--- config.mk ---
export PLATFORM = sky130hd
export DESIGN_NAME = io_bus_sequencer
export DESIGN_NICKNAME = d
export VERILOG_FILES = /design/src/rtl/io_bus_sequencer_pkg.sv /design/src/rtl/io_bus_sequencer_wait_ctr.sv /design/src/rtl/io_bus_sequencer.sv
export SDC_FILE = /design/constraint.sdc
export NUM_CORES = 1
export LEC_CHECK = 0
export CORE_UTILIZATION = 45
export CTS_CLUSTER_SIZE = 20
export DETAILED_ROUTE_END_ITERATION = 16
export PLACE_DENSITY_LB_ADDON = 0.2
export SKIP_CTS_REPAIR_TIMING = 1
export SYNTH_ARGS = -nofsm -noshare
export SYNTH_HDL_FRONTEND = slang
export SYNTH_SLANG_ARGS = --single-unit
--- constraint.sdc ---
create_clock -name clock -period 2.9 [get_ports clock]
set_input_delay 0.58 -clock clock [delete_from_list [all_inputs] [get_ports clock]]
set_output_delay 0.58 -clock clock [all_outputs]
set_load 0.05 [all_outputs]
--- src/rtl/io_bus_sequencer_pkg.sv ---
// io_bus_sequencer_pkg
//   Shared definitions for the I/O bus sequencer: the FSM state encoding, the
//   shape of a captured request, and the widths of the wait/timeout counter.
//   There are no ports. The types are imported by io_bus_sequencer and
//   io_bus_sequencer_wait_ctr.
package io_bus_sequencer_pkg;

    // WAIT_STATES fits in 4 bits and TIMEOUT fits in 8 bits. A single counter
    // of the wider width serves both.
    localparam int unsigned WaitWidth = 4;
    localparam int unsigned CtrWidth  = 8;

    typedef enum logic [2:0] {
        StIdle   = 3'd0,
        StLoad   = 3'd1,
        StSetup  = 3'd2,
        StStrobe = 3'd3,
        StHold   = 3'd4,
        StErr    = 3'd5
    } seq_state_e;

    // Request fields are latched at acceptance and held for the whole cycle.
    typedef struct packed {
        logic is_write;
        logic is_word;
        logic is_dev;
    } io_req_t;

endpackage

--- src/rtl/io_bus_sequencer_wait_ctr.sv ---
// io_bus_sequencer_wait_ctr
//   A loadable down-counter that saturates at zero. The sequencer uses it
//   first to count the strobe wait states and then to count the dev_wait
//   timeout.
// Ports
//   clock       in   system clock
//   reset       in   asynchronous, active-high reset (the count goes to 0)
//   load        in   load load_value (takes priority over dec)
//   load_value  in   value to load
//   dec         in   decrement by one, holding at zero
//   zero        out  the current count is zero
//   zero_next   out  the count after the coming edge will be zero
module io_bus_sequencer_wait_ctr
    import io_bus_sequencer_pkg::*;
(
    input  logic                clock,
    input  logic                reset,
    input  logic                load,
    input  logic [CtrWidth-1:0] load_value,
    input  logic                dec,
    output logic                zero,
    output logic                zero_next
);

    logic [CtrWidth-1:0] count_q, count_d;

    always_comb begin
        count_d = count_q;
        if (load) begin
            count_d = load_value;
        end else if (dec && (count_q != '0)) begin
            count_d = count_q - 1'b1;
        end
    end

    always_ff @(posedge clock or posedge reset) begin
        if (reset) begin
            count_q <= '0;
        end else begin
            count_q <= count_d;
        end
    end

    assign zero      = (count_q == '0);
    assign zero_next = (count_d == '0);

endmodule

--- src/rtl/io_bus_sequencer.sv ---
// io_bus_sequencer
//   Turns one CPU I/O request into the timed control sequence that
//   io_interface consumes: IDLE -> LOAD -> SETUP -> STROBE(xN) -> HOLD.
//   An unaligned word access goes to ERR instead and never touches the bus.
//   Every output except ready is registered. Each output register is loaded
//   from the value decoded for the next state, so the outputs line up with the
//   state they describe.
// Parameters
//   WAIT_STATES  extra STROBE cycles beyond the first (0..15)
//   TIMEOUT      max extra STROBE cycles while dev_wait is held (1..255)
// Configuration macro
//   IO_SEQ_WAIT_EN  when defined, adds the dev_wait input. dev_wait passes a
//                   2-flop synchronizer, and STROBE stretches while the
//                   synchronized dev_wait is high. If the stretch runs past
//                   TIMEOUT extra cycles, the cycle ends with done and error.
// Ports
//   clock, reset                   clock; asynchronous active-high reset
//   req_valid                      request present, accepted when ready
//   req_write/word/dev/addr0       request attributes (write, 16-bit, device space, a_bus bit 0)
//   dev_wait                       external stretch request (IO_SEQ_WAIT_EN only)
//   ready                          the sequencer is idle
//   done, error                    1-cycle completion pulse, and error qualifier
//   rdata_capture                  read data on y_bus is valid this cycle
//   address_ld_n, data_ld_n        active-low latch enables to io_interface
//   idle_n, dir_out, word          bus-cycle qualifiers to io_interface
//   select_dev                     bus-cycle qualifier to io_interface
//   rd, wr                         active-high strobes to io_interface
module io_bus_sequencer
    import io_bus_sequencer_pkg::*;
#(
    parameter int unsigned WAIT_STATES = 1,
    parameter int unsigned TIMEOUT     = 15
) (
    input  logic clock,
    input  logic reset,
    input  logic req_valid,
    input  logic req_write,
    input  logic req_word,
    input  logic req_dev,
    input  logic req_addr0,
`ifdef IO_SEQ_WAIT_EN
    input  logic dev_wait,
`endif
    output logic ready,
    output logic done,
    output logic error,
    output logic rdata_capture,
    output logic address_ld_n,
    output logic data_ld_n,
    output logic idle_n,
    output logic dir_out,
    output logic word,
    output logic select_dev,
    output logic rd,
    output logic wr
);

    seq_state_e state_q, state_d;
    io_req_t    req_q, req_d;
    // Set once the minimum strobe has been served and STROBE is being stretched.
    logic       ext_q, ext_d;
    logic       timeout;

    logic                ctr_load, ctr_dec, ctr_zero, ctr_zero_next;
    logic [CtrWidth-1:0] ctr_load_value;

    // dev_sync is the synchronized dev_wait for the current cycle.
    // dev_sync_next is the value dev_sync will take in the following cycle.
    logic dev_sync, dev_sync_next;

    logic done_q, error_q, rdata_capture_q, address_ld_n_q, data_ld_n_q;
    logic idle_n_q, dir_out_q, word_q, select_dev_q, rd_q, wr_q;
    logic done_d, error_d, rdata_capture_d, address_ld_n_d, data_ld_n_d;
    logic idle_n_d, dir_out_d, word_d, select_dev_d, rd_d, wr_d;
    logic bus_active_d;

`ifdef IO_SEQ_WAIT_EN
    logic sync1_q, sync2_q;

    always_ff @(posedge clock or posedge reset) begin
        if (reset) begin
            sync1_q <= 1'b0;
            sync2_q <= 1'b0;
        end else begin
            sync1_q <= dev_wait;
            sync2_q <= sync1_q;
        end
    end

    assign dev_sync      = sync2_q;
    assign dev_sync_next = sync1_q;
`else
    assign dev_sync      = 1'b0;
    assign dev_sync_next = 1'b0;
`endif

    io_bus_sequencer_wait_ctr u_wait_ctr (
        .clock      (clock),
        .reset      (reset),
        .load       (ctr_load),
        .load_value (ctr_load_value),
        .dec        (ctr_dec),
        .zero       (ctr_zero),
        .zero_next  (ctr_zero_next)
    );

    // Next-state logic and counter control
    always_comb begin
        state_d        = state_q;
        req_d          = req_q;
        ext_d          = ext_q;
        timeout        = 1'b0;
        ctr_load       = 1'b0;
        ctr_dec        = 1'b0;
        ctr_load_value = CtrWidth'(WaitWidth'(WAIT_STATES));

        unique case (state_q)
            StIdle: begin
                if (req_valid) begin
                    req_d.is_write = req_write;
                    req_d.is_word  = req_word;
                    req_d.is_dev   = req_dev;
                    state_d        = (req_word && req_addr0) ? StErr : StLoad;
                end
            end
            StErr:   state_d = StIdle;
            StLoad:  state_d = StSetup;
            StSetup: begin
                state_d  = StStrobe;
                ctr_load = 1'b1;
                ext_d    = 1'b0;
            end
            StStrobe: begin
                if (!ext_q && !ctr_zero) begin
                    ctr_dec = 1'b1;
                end else if (!dev_sync) begin
                    state_d = StHold;
                end else if (!ext_q) begin
                    // Switch the counter over to the timeout budget. A count of
                    // TIMEOUT-1 allows exactly TIMEOUT extra cycles.
                    ext_d          = 1'b1;
                    ctr_load       = 1'b1;
                    ctr_load_value = CtrWidth'(TIMEOUT - 1);
                end else if (ctr_zero) begin
                    state_d = StHold;
                    timeout = 1'b1;
                end else begin
                    ctr_dec = 1'b1;
                end
            end
            StHold:  state_d = StIdle;
            default: state_d = StIdle;
        endcase
    end

    // Output values for the cycle that begins at the coming edge
    always_comb begin
        bus_active_d    = (state_d == StLoad) || (state_d == StSetup) ||
                          (state_d == StStrobe) || (state_d == StHold);
        address_ld_n_d  = (state_d != StLoad);
        data_ld_n_d     = !((state_d == StLoad) && req_d.is_write);
        idle_n_d        = bus_active_d;
        dir_out_d       = bus_active_d && req_d.is_write;
        word_d          = bus_active_d && req_d.is_word;
        select_dev_d    = bus_active_d && req_d.is_dev;
        rd_d            = (state_d == StStrobe) && !req_d.is_write;
        wr_d            = (state_d == StStrobe) && req_d.is_write;
        // y_bus is valid on the strobe cycle that ends the read. That is the
        // first cycle after the minimum strobe in which dev_wait is seen low.
        rdata_capture_d = rd_d && (ext_d || ctr_zero_next) && !dev_sync_next;
        done_d          = (state_d == StHold) || (state_d == StErr);
        error_d         = (state_d == StErr) || timeout;
    end

    always_ff @(posedge clock or posedge reset) begin
        if (reset) begin
            state_q         <= StIdle;
            req_q           <= '0;
            ext_q           <= 1'b0;
            done_q          <= 1'b0;
            error_q         <= 1'b0;
            rdata_capture_q <= 1'b0;
            address_ld_n_q  <= 1'b1;
            data_ld_n_q     <= 1'b1;
            idle_n_q        <= 1'b0;
            dir_out_q       <= 1'b0;
            word_q          <= 1'b0;
            select_dev_q    <= 1'b0;
            rd_q            <= 1'b0;
            wr_q            <= 1'b0;
        end else begin
            state_q         <= state_d;
            req_q           <= req_d;
            ext_q           <= ext_d;
            done_q          <= done_d;
            error_q         <= error_d;
            rdata_capture_q <= rdata_capture_d;
            address_ld_n_q  <= address_ld_n_d;
            data_ld_n_q     <= data_ld_n_d;
            idle_n_q        <= idle_n_d;
            dir_out_q       <= dir_out_d;
            word_q          <= word_d;
            select_dev_q    <= select_dev_d;
            rd_q            <= rd_d;
            wr_q            <= wr_d;
        end
    end

    assign ready         = (state_q == StIdle);
    assign done          = done_q;
    assign error         = error_q;
    assign rdata_capture = rdata_capture_q;
    assign address_ld_n  = address_ld_n_q;
    assign data_ld_n     = data_ld_n_q;
    assign idle_n        = idle_n_q;
    assign dir_out       = dir_out_q;
    assign word          = word_q;
    assign select_dev    = select_dev_q;
    assign rd            = rd_q;
    assign wr            = wr_q;

endmodule

==> flow_summary.toml <==
[outcome]
status = "complete, no violations"

[global_routing]
grt_max_degree = 27
grt_overflow = 0
grt.total_usage_pct = 18.3
grt_pass1_wl_um = 3750
grt_pass1_vias = 779
antenna_found_initial = 0

[cts]
numCtsBuffers = 3
clock_sinks = 26
h-tree-depth = 1
cts_tree = "done"
insertion_delay_ps = 320
cts_max_path_buffers = 2
clkTransAtPathRegs_ps = 140
cts-root-buf = "clkbuf_4"

[yosys]
yosys-top-cells-count = "dfrtp_1 (24), nor2_1 (12), inv_1 (7), nand2_1 (7)"
avgSynthCellArea_um2 = 11.1
yosysWarnings = 0
synth-simple-area-share_pct = 25.5
seq_area_frac_synth_pct = 54.0
syn_area_um2 = 1210
synth_top_area_share_pct = 49.6
synth_edf_count = 0
yosys.area_share.xor_xnor_pct = 2.90
synth.most_common_cell = "dfrtp_1"
synth_mux_area_share_pct = 4.34
ys_types = 37
async_flop_share_pct = 100
synth_seq_cells = 26
synth_top_family_by_area = "simple AND/OR/NAND/NOR gates"
synth_fa_ha_area_share_pct = 2.07
synthCells = 109
yosys-top-cells-area = "dfrtp_1 (50%), dfstp_2 (4.3%), nor2_1 (3.7%)"
yosys.area.top_type = "dfrtp_1"
synth-main-ff-cell = "dfrtp_1"
synth_nets = 118
synth-compound-area-share_pct = 7.03

[critical_path]
critPathRequiredTime_ps = 2320
critPathMaxFanout = 10
r2r-start = "state_q[2]$_DFF_PP0_"
end_kind = "output pin"
reg2reg_depth = 5
startpoint = "state_q[2]$_DFF_PP0_"
r2r-end = "rdata_capture$_DFF_PP0_"
cp-start-kind = "flip-flop"
crit_type = "flip-flop to output pin"
r2r_slack_ps = 550
cp_data_arrival_time_ps = 1830

[sta]
fin_crit_ps = 2410
tns_ps = 0
tightestPinTransition_ps = 558
finalHoldViolations = 0
period_share_pct = 83.2
finalSetupViolCount = 0
max_freq_ghz = 0.415
worst_clock_skew_ps = 10.1
rsz0062_at_grt = "false"
maxSlewHeadroom_pct = 62.8
finalMaxSlewViolations = 0

[die]
start_util_pct = 48.4
fp-row-count = 18
top_level_ports = 19
die_w_um = 53.9
die-area_um2 = 2900
core_area_um2 = 2500
die-height_um = 53.9

[cells_and_area]
diodes = 0
fin_nets = 140
syn2layout_area_growth_pct = 20.9
final_util_pct = 58.5
drive_above_1_share_pct = 14.6

[place]
routabilityCongestion = 0.856
numPortBuffers = 18
place_hpwl_um = 1560

[drt]
routed_wl_um = 2140
routed_via_density = 5.63
vias = 901
drc = 0
drtIter0Drc = 16
ant_nets = 0
post_drt_wl_per_cell_um = 13.4
drt_pass1_iterations = 4

[pwr]
ir_drop_uv = 705
p_leak_nw = 0.635
powerDensity_nw_per_um2 = 1130

[min_path]
holdCritStartpoint = "req_q[1]$_DFF_PP0_"
min_to = "req_q[1]$_DFF_PP0_"
hold_depth = 1
hold_class = "flip-flop to flip-flop"

[run]
drv_cap = 0
through the flow:
stage	area (µm²)	worst slack [ps]	hold slack [ps]	std cells	total power [mW]
after floorplan	1210	711	466	109	1.26
after global placement	1430	391	475	156	1.47
after detailed placement	1430	241	485	156	1.48
after CTS	1460	495	516	160	1.67
after global routing	1460	308	538	160	1.79
final	1460	489	510	160	1.66
cell type report:
type                            instances  area (µm²)
Tap cell                               30        37.5
Clock buffer                            4        36.3
Inverter                                7        26.3
Sequential cell                        26         653
Timing Repair Buffer                   21         203
Fill cell                             196        1040
Multi-Input combinational cell         72         507
worst max-delay path: stages, from the launching register on:
cell and delay (ps):
dfrtp_1 510, nor3_1 180, clkdlybuf4s50_1 820
layer usage:
metal	vias to the layer above	part of all wire [%]	GRT usage, %
met5	-	0	0
met4	0	0.66	3.95
met1	433	47	26.7
met3	2	5.7	5.93
met2	35	47	26.3
li1	431	-	-
sequential cells by signal, summed over array words and instances (netlist names):
signal and cells:
rd 1, dir_out 1, u_wait_ctr.count_q 8, word 1, idle_n 1, address_ld_n 1, error 1, select_dev 1
done 1, req_q 3, ext_q 1, rdata_capture 1, state_q 3, wr 1, data_ld_n 1
report_power, final:
part           leakage, nW  internal [mW]  switching (mW)
clock network       0.0210         0.0767           0.101
registers            0.322          0.492           0.106
logic                0.292          0.345           0.538
worst max path at each step:
stage	end	depth (start not counted)
floorplan	rdata_capture$_DFF_PP0_	6
global placement	rdata_capture$_DFF_PP0_	6
detailed placement	rdata_capture$_DFF_PP0_	6
CTS	ready	2
global route	rdata_capture$_DFF_PP0_	5
finish	ready	2
cell usage in the layout (no fill, tap or decap), drive strengths merged, types with 3 or more instances in the layout:
cell type      count
nor2              12
nor4               3
nand4              3
nand2              7
a21oi              3
dfrtp             24
and2               4
inv                7
buf                3
clkdlybuf4s50     18
mux2i              3
nor3               4
o31ai              3
clkbuf             4
logic make-up after synthesis:
group / after synthesis
XOR/XNOR: 4
AND/OR/NAND/NOR: 49
buffers and inverters: 11
flip-flops: 26
adder cells (fa/ha/maj): 2
multiplexers: 5
AO/OA/AOI/OAI: 12
Power figures use the tool's default switching activity.
